--- src/rtl/mips_pkg.sv ---
// mips_pkg: opcodes, FSM states, ALU op encodings and control bundle for the multicycle MIPS controller
package mips_pkg;
    localparam logic [5:0] OP_RTYPE = 6'h00;
    localparam logic [5:0] OP_LW    = 6'h23;
    localparam logic [5:0] OP_SW    = 6'h2B;
    localparam logic [5:0] OP_BEQ   = 6'h04;
    localparam logic [5:0] OP_ADDI  = 6'h08;
    localparam logic [5:0] OP_J     = 6'h02;
    localparam logic [1:0] ALU_ADD   = 2'b00;
    localparam logic [1:0] ALU_SUB   = 2'b01;
    localparam logic [1:0] ALU_FUNCT = 2'b10;
    typedef enum logic [3:0] {
        S_IDLE    = 4'd0,
        S_FETCH   = 4'd1,
        S_DECODE  = 4'd2,
        S_MEMADDR = 4'd3,
        S_MEMRD   = 4'd4,
        S_MEMWB   = 4'd5,
        S_MEMWR   = 4'd6,
        S_EXEC    = 4'd7,
        S_RWB     = 4'd8,
        S_BEQ     = 4'd9,
        S_JMP     = 4'd10,
        S_ADDIEX  = 4'd11,
        S_ADDIWB  = 4'd12
    } state_t;
    typedef struct packed {
        logic       reg_dst;
        logic       alu_src;
        logic       mem_to_reg;
        logic       branch;
        logic       jump;
        logic       pc_en;
        logic       ir_write;
        logic       reg_write;
        logic       mem_read;
        logic       mem_write;
        logic [1:0] alu_op;
        logic       retire;
        logic       illegal;
    } ctrl_t;
    function automatic state_t decode_next(input logic [5:0] op);
        case (op)
            OP_LW, OP_SW: return S_MEMADDR;
            OP_RTYPE:     return S_EXEC;
            OP_BEQ:       return S_BEQ;
            OP_J:         return S_JMP;
            OP_ADDI:      return S_ADDIEX;
            default:      return S_FETCH;
        endcase
    endfunction
endpackage

--- src/rtl/mips_ctrl_outdec.sv ---
// mips_ctrl_outdec: combinational state-to-control decoder with mem_ready/zero gating
module mips_ctrl_outdec
    import mips_pkg::*;
(
    input  state_t     state,
    input  logic [5:0] opcode,
    input  logic       zero,
    input  logic       mem_ready,
    output ctrl_t      ctrl
);
    always_comb begin
        ctrl = '0;
        case (state)
            S_FETCH: begin
                ctrl.mem_read = 1'b1;
                ctrl.ir_write = mem_ready;
                ctrl.pc_en    = mem_ready;
            end
            S_DECODE:  ctrl.illegal = decode_next(opcode) == S_FETCH;
            S_MEMADDR: ctrl.alu_src = 1'b1;
            S_MEMRD:   ctrl.mem_read = 1'b1;
            S_MEMWB: begin
                ctrl.reg_write  = 1'b1;
                ctrl.mem_to_reg = 1'b1;
                ctrl.retire     = 1'b1;
            end
            S_MEMWR: begin
                ctrl.mem_write = 1'b1;
                ctrl.retire    = mem_ready;
            end
            S_EXEC: ctrl.alu_op = ALU_FUNCT;
            S_RWB: begin
                ctrl.reg_write = 1'b1;
                ctrl.reg_dst   = 1'b1;
                ctrl.retire    = 1'b1;
            end
            S_BEQ: begin
                ctrl.alu_op = ALU_SUB;
                ctrl.branch = 1'b1;
                ctrl.pc_en  = zero;
                ctrl.retire = 1'b1;
            end
            S_JMP: begin
                ctrl.jump   = 1'b1;
                ctrl.pc_en  = 1'b1;
                ctrl.retire = 1'b1;
            end
            S_ADDIEX: ctrl.alu_src = 1'b1;
            S_ADDIWB: begin
                ctrl.reg_write = 1'b1;
                ctrl.retire    = 1'b1;
            end
            default: ;
        endcase
    end
endmodule

--- src/rtl/mips_multicycle_control.sv ---
// mips_multicycle_control: multicycle MIPS control FSM with retired-instruction counter
module mips_multicycle_control
    import mips_pkg::*;
(
    input  logic        clock,
    input  logic        reset,
    input  logic [5:0]  opcode,
    input  logic        zero,
    input  logic        mem_ready,
    output logic        reg_dst,
    output logic        alu_src,
    output logic        mem_to_reg,
    output logic        branch,
    output logic        jump,
    output logic        pc_en,
    output logic        ir_write,
    output logic        reg_write,
    output logic        mem_read,
    output logic        mem_write,
    output logic [1:0]  alu_op,
    output logic        retire,
    output logic        illegal,
    output logic [31:0] instr_count,
    output logic [3:0]  state
);
    state_t      state_q, state_d;
    logic [31:0] count_q, count_d;
    ctrl_t       ctrl;
    mips_ctrl_outdec u_outdec (
        .state     (state_q),
        .opcode    (opcode),
        .zero      (zero),
        .mem_ready (mem_ready),
        .ctrl      (ctrl)
    );
    always_comb begin
        state_d = S_IDLE;
        case (state_q)
            S_IDLE:    state_d = S_FETCH;
            S_FETCH:   state_d = mem_ready ? S_DECODE : S_FETCH;
            S_DECODE:  state_d = decode_next(opcode);
            S_MEMADDR: state_d = opcode == OP_LW ? S_MEMRD : S_MEMWR;
            S_MEMRD:   state_d = mem_ready ? S_MEMWB : S_MEMRD;
            S_MEMWR:   state_d = mem_ready ? S_FETCH : S_MEMWR;
            S_EXEC:    state_d = S_RWB;
            S_ADDIEX:  state_d = S_ADDIWB;
            S_MEMWB, S_RWB, S_BEQ, S_JMP, S_ADDIWB: state_d = S_FETCH;
            default:   state_d = S_IDLE;
        endcase
        count_d = count_q + 32'(ctrl.retire);
    end
    always_ff @(posedge clock) begin
        if (reset) begin
            state_q <= S_IDLE;
            count_q <= '0;
        end else begin
            state_q <= state_d;
            count_q <= count_d;
        end
    end
    assign {reg_dst, alu_src, mem_to_reg, branch, jump, pc_en, ir_write,
            reg_write, mem_read, mem_write, alu_op, retire, illegal} = ctrl;
    assign instr_count = count_q;
    assign state       = state_q;
endmodule
--- config.mk ---
export PLATFORM = sky130hd
export DESIGN_NAME = mips_multicycle_control
export DESIGN_NICKNAME = d
export VERILOG_FILES = /design/src/rtl/mips_pkg.sv /design/src/rtl/mips_ctrl_outdec.sv /design/src/rtl/mips_multicycle_control.sv
export SDC_FILE = /design/constraint.sdc
export NUM_CORES = 1
export LEC_CHECK = 0
export CAP_MARGIN = 20
export CORE_ASPECT_RATIO = 0.9
export CORE_MARGIN = 2
export CORE_UTILIZATION = 50
export DETAILED_ROUTE_END_ITERATION = 8
export DONT_BUFFER_PORTS = 1
export HOLD_SLACK_MARGIN = 0.1
export MAX_ROUTING_LAYER = met4
export PLACE_DENSITY = 0.68
export SLEW_MARGIN = 20
export SYNTH_ARGS = -nofsm -noshare
export SYNTH_HDL_FRONTEND = slang
export SYNTH_SLANG_ARGS = --single-unit
--- constraint.sdc ---
create_clock -name clock -period 3.8 [get_ports clock]
set_input_delay 0.76 -clock clock [delete_from_list [all_inputs] [get_ports clock]]
set_output_delay 0.76 -clock clock [all_outputs]
set_load 0.01 [all_outputs]
==> qor.txt <==
synthesized area per cell: 8.08 um^2
die height: 64.0 um
drt first pass iters: 4
Clock Path Buffers: 2
GRT Util Overall: 0.202
I/O Buffers: 0
Post-Syn Area: 2000 um^2
remaining antenna violation count: 0
Synth Flop Type: dfxtp_1
core area: 3780 um^2
post-route insts no fill: 288
CP Launch Type: flip-flop
worst setup path class: flip-flop to flip-flop
worst slew pin tran: 0.809 ns
aggregate global routing overflow: 0
Setup crit end kind: flip-flop
Period minus WS final: 3.06 ns
Async S/R FF share, synth: 0
# nets final: 254
DIE AREA: 4530 um^2
Tcrit/Tclk final: 0.806
Synth Warn #: 0
Post-Syn Instances: 248
Multi-input gate area: 1190 um^2
drc violations: 0
status: finished clean
DR vias/cell: 6.09
Clock Latency Late Sink: 0.29 ns
FF/Latch Area: 721 um^2
WP data required: 4.02 ns
Syn Nets: 261
max_cap viols: 0
max-slew violations: 0
Starting Density: 0.529
# IOs: 60
gp weighted congestion: 0.863
Seq/Total Area, Yosys: 0.360
P&R area growth vs syn: 4.68%
Clock Skews: 0.00433 ns
TritonCTS clock tree: yes
post-cts sizing count: 0
setup bufs post-CTS: 0
Post-synth EDFFs: 0
hpwl dp: 3.05 mm
wire per inst: 15.1 um
first-pass GRT wire length: 7.28 mm
Post-Route WL: 4.35 mm
post-route setup TNS: 0 ns
n_diodes: 0
vias: 1755
FILL cells: 374
final hold vios: 0
share of Yosys cell area claimed by the top area cell type: 0.360
layout cell share with drive strength beyond 1: 0.0620
Pleak: 0.697 nW
TritonCTS buffer count: 5
Rows: 21
cell taking the most area after synthesis: dfxtp_1
vias in the first global route: 1549
DRT iter0 DRCs: 98
Cell variety after synth: 43
Power Density: 335 nW/um^2
Max H-tree Level: 2
register bit total from synthesis: 36
worst hold path type: flip-flop to flip-flop
Area contributors post-synth: dfxtp_1 (36%), nor2_1 (6.2%), a21oi_1 (4.5%)
largest net degree at the start of global routing: 40
initial antenna violation count: 0
worst vdd ir: 0.144 mV
clk sinks: 36
Max Freq: 327 MHz
relative slew slack: 0.461
Worst EP arrival: 3.28 ns
clock root buffer: clkbuf_8
placed cell count: 280
CP max FO: 16
Post-CTS Hold Buffers: 0
RSZ-0062 raised after global routing: no
Reg clk slew, reported paths: 0.07 ns
count leader, synth: dfxtp_1
commonest cells in the netlist: dfxtp_1 (36), nor2_1 (33), a21oi_1 (18)
Die Wd: 70.7 um
Setup Viol. Count Final: 0
-- final timing paths --
check | slack (ns) | cells past startpoint | to | from
worst max-delay path | 0.74 | 9 | instr_count[25]$_SDFF_PP0_ | state[1]$_SDFF_PP0_
worst min-delay path | 0.52 | 2 | instr_count[31]$_SDFF_PP0_ | instr_count[31]$_SDFF_PP0_
worst max register to register | 0.74 | 9 | instr_count[25]$_SDFF_PP0_ | state[1]$_SDFF_PP0_
worst min register to register | 0.52 | 2 | instr_count[31]$_SDFF_PP0_ | instr_count[31]$_SDFF_PP0_
-- layer usage --
layer | vias to the layer above | track usage | routed length (um)
met3 | 3 | 0.0694 | 261
met1 | 825 | 0.275 | 2190
met5 | - | - | 0
met4 | 0 | 0.0566 | 31
li1 | 892 | - | -
met2 | 35 | 0.286 | 1860
-- stage by stage --
stage | cell area, um^2 | hold slack, ns | worst slack, ns | power, mW | util
2_1_floorplan | 2000 | 0.496 | 0.820 | 0.431 | -
3_3_place_gp | 2010 | 0.505 | 0.822 | 0.434 | 0.530
3_5_place_dp | 2010 | 0.516 | 0.811 | 0.434 | 0.530
4_1_cts | 2100 | 0.525 | 0.775 | 0.713 | 0.554
5_1_grt | 2100 | 0.521 | 0.429 | 0.732 | 0.554
6_report | 2100 | 0.519 | 0.738 | 0.703 | 0.554
-- state kept, by name, indices dropped and copies added, names as in the netlist --
name         flops
state            4
instr_count     32
-- power breakdown --
part           switching (mW)  internal, mW
sequential            0.00482         0.380
combinational          0.0239        0.0172
clock                   0.130         0.148
total                   0.159         0.545
-- layout make-up --
| cell class | count | share of cell area |
|---|---|---|
| Clock buffer | 8 | 0.0430 |
| Multi-Input combinational cell | 190 | 0.566 |
| Sequential cell | 36 | 0.344 |
| Inverter | 5 | 0.00895 |
| Timing Repair Buffer | 3 | 0.0107 |
| Tap cell | 46 | 0.0274 |
-- worst max-delay path, cell delays in order, from the launching register on --
cell and delay (ns):
dfxtp_1 0.66, nor2b_1 0.20, a21oi_1 0.07, o21ai_0 0.17, buf_4 0.17, ha_1 0.16
nand4_1 0.25, or2_0 0.57, or4_1 0.61, a21oi_1 0.14
-- placed cells by master (no fill, tap or decap), types with 6 or more instances in the layout --
master     n
nor2_1    33
nand2_1   12
nand3_1   11
a21oi_1   18
or4_1     11
o31ai_1   11
nor3_1    10
xor2_1     7
nand4_1    8
nor2b_1   10
xnor2_1    8
clkbuf_8   6
dfxtp_1   36
-- kinds of logic after synthesis --
kind of cell,synth area share
AOI/OAI and AO/OA,0.144
xor gates and xnor gates,0.0656
adders and majority gates,0.0187
buffers and inverters,0.0475
DFF,0.360
muxes,0.0337
and+or+nand+nor,0.330
(Power assumes the default switching activity.)
